$ cat src/rtl/genius_controller.sv
// Game-flow controller for the Genius memory game: a Moore FSM that drives datapath resets and enables.
// Optional build macro GENIUS_RESULT_TIMEOUT_EN adds an automatic return from RESULT after RESULT_TIMEOUT cycles.
module genius_controller #(
    parameter logic [31:0] RESULT_TIMEOUT = 32'd250_000_000
) (
    input  logic       CLOCK_50,
    input  logic       reset,
    input  logic       enter,
    input  logic       end_FPGA,
    input  logic       end_User,
    input  logic       end_time,
    input  logic       win,
    input  logic       match,
    output logic       R1,
    output logic       R2,
    output logic       E1,
    output logic       E2,
    output logic       E3,
    output logic       E4,
    output logic       SEL,
    output logic [2:0] state_o
);

    typedef enum logic [2:0] {
        INIT       = 3'd0,
        SETUP      = 3'd1,
        PLAY_FPGA  = 3'd2,
        PLAY_USER  = 3'd3,
        CHECK      = 3'd4,
        NEXT_ROUND = 3'd5,
        RESULT     = 3'd6
    } state_t;

    state_t state;
    state_t next_state;
    logic   enter_q;
    logic   enter_rise;

    assign enter_rise = enter & ~enter_q;

    // NOTE: sequential state uses non-blocking assignments so every register samples pre-edge values.
    always_ff @(posedge CLOCK_50 or negedge reset) begin
        if (!reset) begin
            state   <= INIT;
            enter_q <= 1'b0;
        end else begin
            state   <= next_state;
            enter_q <= enter;
        end
    end

`ifdef GENIUS_RESULT_TIMEOUT_EN
    logic [31:0] result_count;
    logic        timeout_hit;

    // Clears whenever the FSM is outside RESULT, so it is zero in the first RESULT cycle.
    always_ff @(posedge CLOCK_50 or negedge reset) begin
        if (!reset) begin
            result_count <= 32'd0;
        end else if (state != RESULT) begin
            result_count <= 32'd0;
        end else begin
            result_count <= result_count + 32'd1;
        end
    end

    assign timeout_hit = (state == RESULT) && (result_count == RESULT_TIMEOUT - 32'd1);
`else
    logic unused_timeout;
    assign unused_timeout = ^RESULT_TIMEOUT;
`endif

    // NOTE: next_state gets a default first so no path through the case can infer a latch.
    always_comb begin
        next_state = state;
        case (state)
            INIT:      next_state = SETUP;
            SETUP:     if (enter_rise) next_state = PLAY_FPGA;
            PLAY_FPGA: if (end_FPGA) next_state = PLAY_USER;
            PLAY_USER: begin
                if (end_time) begin
                    next_state = RESULT;
                end else if (end_User) begin
                    next_state = CHECK;
                end
            end
            CHECK: begin
                if (!match || win) begin
                    next_state = RESULT;
                end else begin
                    next_state = NEXT_ROUND;
                end
            end
            NEXT_ROUND: next_state = PLAY_FPGA;
            RESULT: begin
                if (enter_rise) begin
                    next_state = INIT;
`ifdef GENIUS_RESULT_TIMEOUT_EN
                end else if (timeout_hit) begin
                    next_state = INIT;
`endif
                end
            end
            default: next_state = INIT;
        endcase
    end

    always_comb begin
        R1  = 1'b0;
        R2  = 1'b0;
        E1  = 1'b0;
        E2  = 1'b0;
        E3  = 1'b0;
        E4  = 1'b0;
        SEL = 1'b0;
        case (state)
            INIT: begin
                R1 = 1'b1;
                R2 = 1'b1;
            end
            SETUP:     E1 = 1'b1;
            PLAY_FPGA: E3 = 1'b1;
            PLAY_USER: E2 = 1'b1;
            NEXT_ROUND: begin
                R2 = 1'b1;
                E4 = 1'b1;
            end
            RESULT:    SEL = 1'b1;
            default: ;
        endcase
    end

    assign state_o = state;

endmodule

$ cat config.mk
export PLATFORM = sky130hd
export DESIGN_NAME = genius_controller
export DESIGN_NICKNAME = d
export VERILOG_FILES = /design/src/rtl/genius_controller.sv
export SDC_FILE = /design/constraint.sdc
export NUM_CORES = 1
export LEC_CHECK = 0
export ABC_CLOCK_PERIOD_IN_PS = 1200
export BUFFER_PORTS_ARGS = -buffer_cell sky130_fd_sc_hd__buf_2
export CAP_MARGIN = 20
export CORE_AREA = 2 2 39 41
export DETAILED_ROUTE_END_ITERATION = 7
export DIE_AREA = 0 0 41 43
export PLACE_DENSITY = 0.49
export SLEW_MARGIN = 0
export SYNTH_ARGS = -nofsm -noshare
export SYNTH_HDL_FRONTEND = slang
export SYNTH_SLANG_ARGS = --single-unit
$ cat constraint.sdc
create_clock -name CLOCK_50 -period 1.2 [get_ports CLOCK_50]
set_clock_uncertainty 0.2 [all_clocks]
set_input_delay 0.12 -clock CLOCK_50 [delete_from_list [all_inputs] [get_ports CLOCK_50]]
set_output_delay 0.12 -clock CLOCK_50 [all_outputs]
set_load 0.01 [all_outputs]
==> run summary <==
Initial Util -> 0.232
PortBufs -> 17
Crit path to -> R2
#FFs+latches synth -> 4
Worst ir drop on vdd -> 1.07 mV
Total core area -> 1380 µm²
Worst Hold Margin -> 0.0173 ns
Int Power -> 0.000974 W
Switching part of the total -> 0.405
Largest stage delay on the critical path -> 0.45 ns
Initial antenna violation count -> 0
CTS buffer count -> 3
Reg2reg start -> state_o[0]
Wire length on met2 -> 434 µm
TritonCTS clock tree -> done
Setup slack, reg-to-reg -> -0.19 ns
Layout cells sized above 1 -> 0.746
Status -> finished, violations left
Worst path cell trace -> inv_4, nor2_2, or2_1, buf_2
Slowest-stage cell, CP -> dfrtp_2
Top cells by count, synth -> dfrtp_1 (4), nor2_1 (4), nand2b_1 (3)
Hold Path Class -> in -> async
Crit path capture type -> output port
FF-to-FF path depth -> 5
Post-DP Area -> 459 µm²
Syn-to-layout area delta -> 90.3%
Mapped Avg Cell Area -> 9.19 µm²
Worst-Margin Slew -> 0.337 ns
Non-filler instance count after layout -> 83
Routed met1 length -> 398 µm
Drt first-iter violations -> 5
Clock Tree Buf Depth -> 2
Slew margin rel. -> 0.775
Site row count -> 14
Seq/Total Area, Yosys -> 0.311
Largest net degree at the start of global routing -> 8
ANT nets after route -> 0
Gpl congestion -> 0.773
Num ports -> 18
First-pass DRT Iterations -> 2
Final hold violations -> 0
Vias -> 386
Crit share post-route -> 1.25
Post-route cell area -> 612 µm²
Inst Count DP -> 71
Area fraction of the dominant cell type after synthesis -> 0.311
Sink Count -> 4
Crit path launch type -> flip-flop
Vias in the first global route -> 380
Post-synth EDFFs -> 0
Clk slew on worst S/H paths -> 0.04 ns
Cells after Synth -> 35
Post-synth ARST share -> 1.00
Final Slew Violations -> 0
Leakage -> 0.295 nW
Vias per std cell -> 4.65
Net Switching -> 0.000662 W
Metal3 WL -> 74 µm
Crit-path max FO -> 5
Crit path launch -> state_o[0]
Setup ws final -> -0.301 ns
GRT Util Overall -> 0.131
Fin nets -> 77
Total power -> 0.00164 W
H-tree Lvls -> 1
Power Dens Cells -> 2670 nW/µm²
Pre-CTS setup slack -> -0.169 ns
First-pass GRT wire length -> 1550 µm
Logic pwr share -> 0.714
# Max-Cap Violations -> 0
Worst EP arrival -> 1.18 ns
Failing checks -> negative setup slack
RSZ-0062 raised after global routing -> true
Number of remaining DRC errors -> 0
Die width -> 41 µm
Clock share of power -> 0.105
Final wirelength -> 907 µm
HPWL after DPL -> 683 µm
WS Path Type -> reg -> out
Height of the chip -> 43 µm
Yosys top cell by area -> dfrtp_1
Synth Flop Type -> dfrtp_1
Syn Nets -> 43
WL per Instance -> 10.9 µm
Yosys cell types -> 23
Worst-Skew Late Latency -> 0.24 ns
Sequential group share of total power -> 0.181
Top sig layer -> met3
Worst Path Required -> 0.88 ns
Grt ovf -> 0
Synth Cell Area -> 322 µm²
Synth area leaders -> dfrtp_1 (31%), buf_6 (7.0%), nand2b_1 (5.8%)
Synth warnings -> 0
Full die area -> 1760 µm²
Critical R2R Capture -> state_o[0]
Final Critical Period -> 1.50 ns
Highest clock rate -> 666 MHz
Final setup viols -> 13
Clk root buf -> clkbuf_4
Diode count -> 0
==> worst max-delay path: cells and delay by family, from the launching register on <==
family | cells | cell delay [ns]
and+or+nand+nor | 2 | 0.25
DFF | 1 | 0.45
buffers and inverters | 2 | 0.24
==> flip-flops by register name, indices dropped and copies added, names as in the netlist <==
| name | cells |
|---|---|
| state_o | 3 |
| enter_q | 1 |
==> worst min path at each step <==
stage | from | to
floorplan | reset | enter_q
global placement | reset | enter_q
detailed placement | reset | enter_q
CTS | reset | enter_q
global route | reset | enter_q
finish | reset | enter_q
==> cells in the final DEF (no fill, tap or decap), types with 2 or more instances in the layout <==
| cell | instances |
|---|---|
| dlygate4sd3_1 | 2 |
| nor2_1 | 2 |
| nand2b_1 | 2 |
| clkbuf_4 | 3 |
| dfrtp_2 | 3 |
| buf_6 | 3 |
| nand2b_4 | 2 |
| nor2b_1 | 2 |
| buf_2 | 17 |
| buf_4 | 10 |
==> repair_timing <==
item | in CTS | in global routing
hold buffers | 2 | 0
endpoints found under the setup margin | 13 | 13
resized for setup | 15 | 1
hold endpoints to repair | 5 | 0
setup buffers | 6 | 1
pin swaps | 2 | 1
==> cell families (layout without fill, tap and decap cells) <==
| kind of cell | Yosys count | in the layout | share of synthesized area |
|---|---|---|---|
| buffers and inverters | 5 | 37 | 0.117 |
| flip-flops | 4 | 4 | 0.311 |
| AO/OA/AOI/OAI | 9 | 9 | 0.226 |
| AND/OR/NAND/NOR | 17 | 17 | 0.346 |
==> through the flow <==
| step | util | setup TNS [ns] |
|---|---|---|
| 5_1_grt | 0.442 | -3.35 |
| 6_report | 0.442 | -2.68 |
| 2_1_floorplan | - | -0.617 |
| 4_1_cts | 0.433 | -2.72 |
| 3_3_place_gp | 0.332 | -0.491 |
| 3_5_place_dp | 0.332 | -0.530 |
==> final cells by class <==
| class | count | area [µm²] |
|---|---|---|
| sequential | 4 | 104 |
| fill | 143 | 772 |
| multi-input combinational | 26 | 241 |
| timing repair buffer | 32 | 214 |
| inverter | 2 | 10.0 |
| clock buffer | 3 | 22.5 |
| tap | 16 | 20.0 |
==> routing by layer <==
layer	GRT usage	up-vias
met5	0	-
met1	0.159	180
met2	0.197	16
met3	0.0785	0
met4	0.0200	0
li1	-	190
==> power by group through the flow <==
stage	logic [W]	clock network [W]	registers (W)
floorplan	0.000634	0	0.000247
global placement	0.000866	0	0.000273
detailed placement	0.000865	0	0.000273
CTS	0.00114	0.000179	0.000297
global route	0.00126	0.000188	0.000307
finish	0.00117	0.000172	0.000295
(Power assumes the default switching activity.)
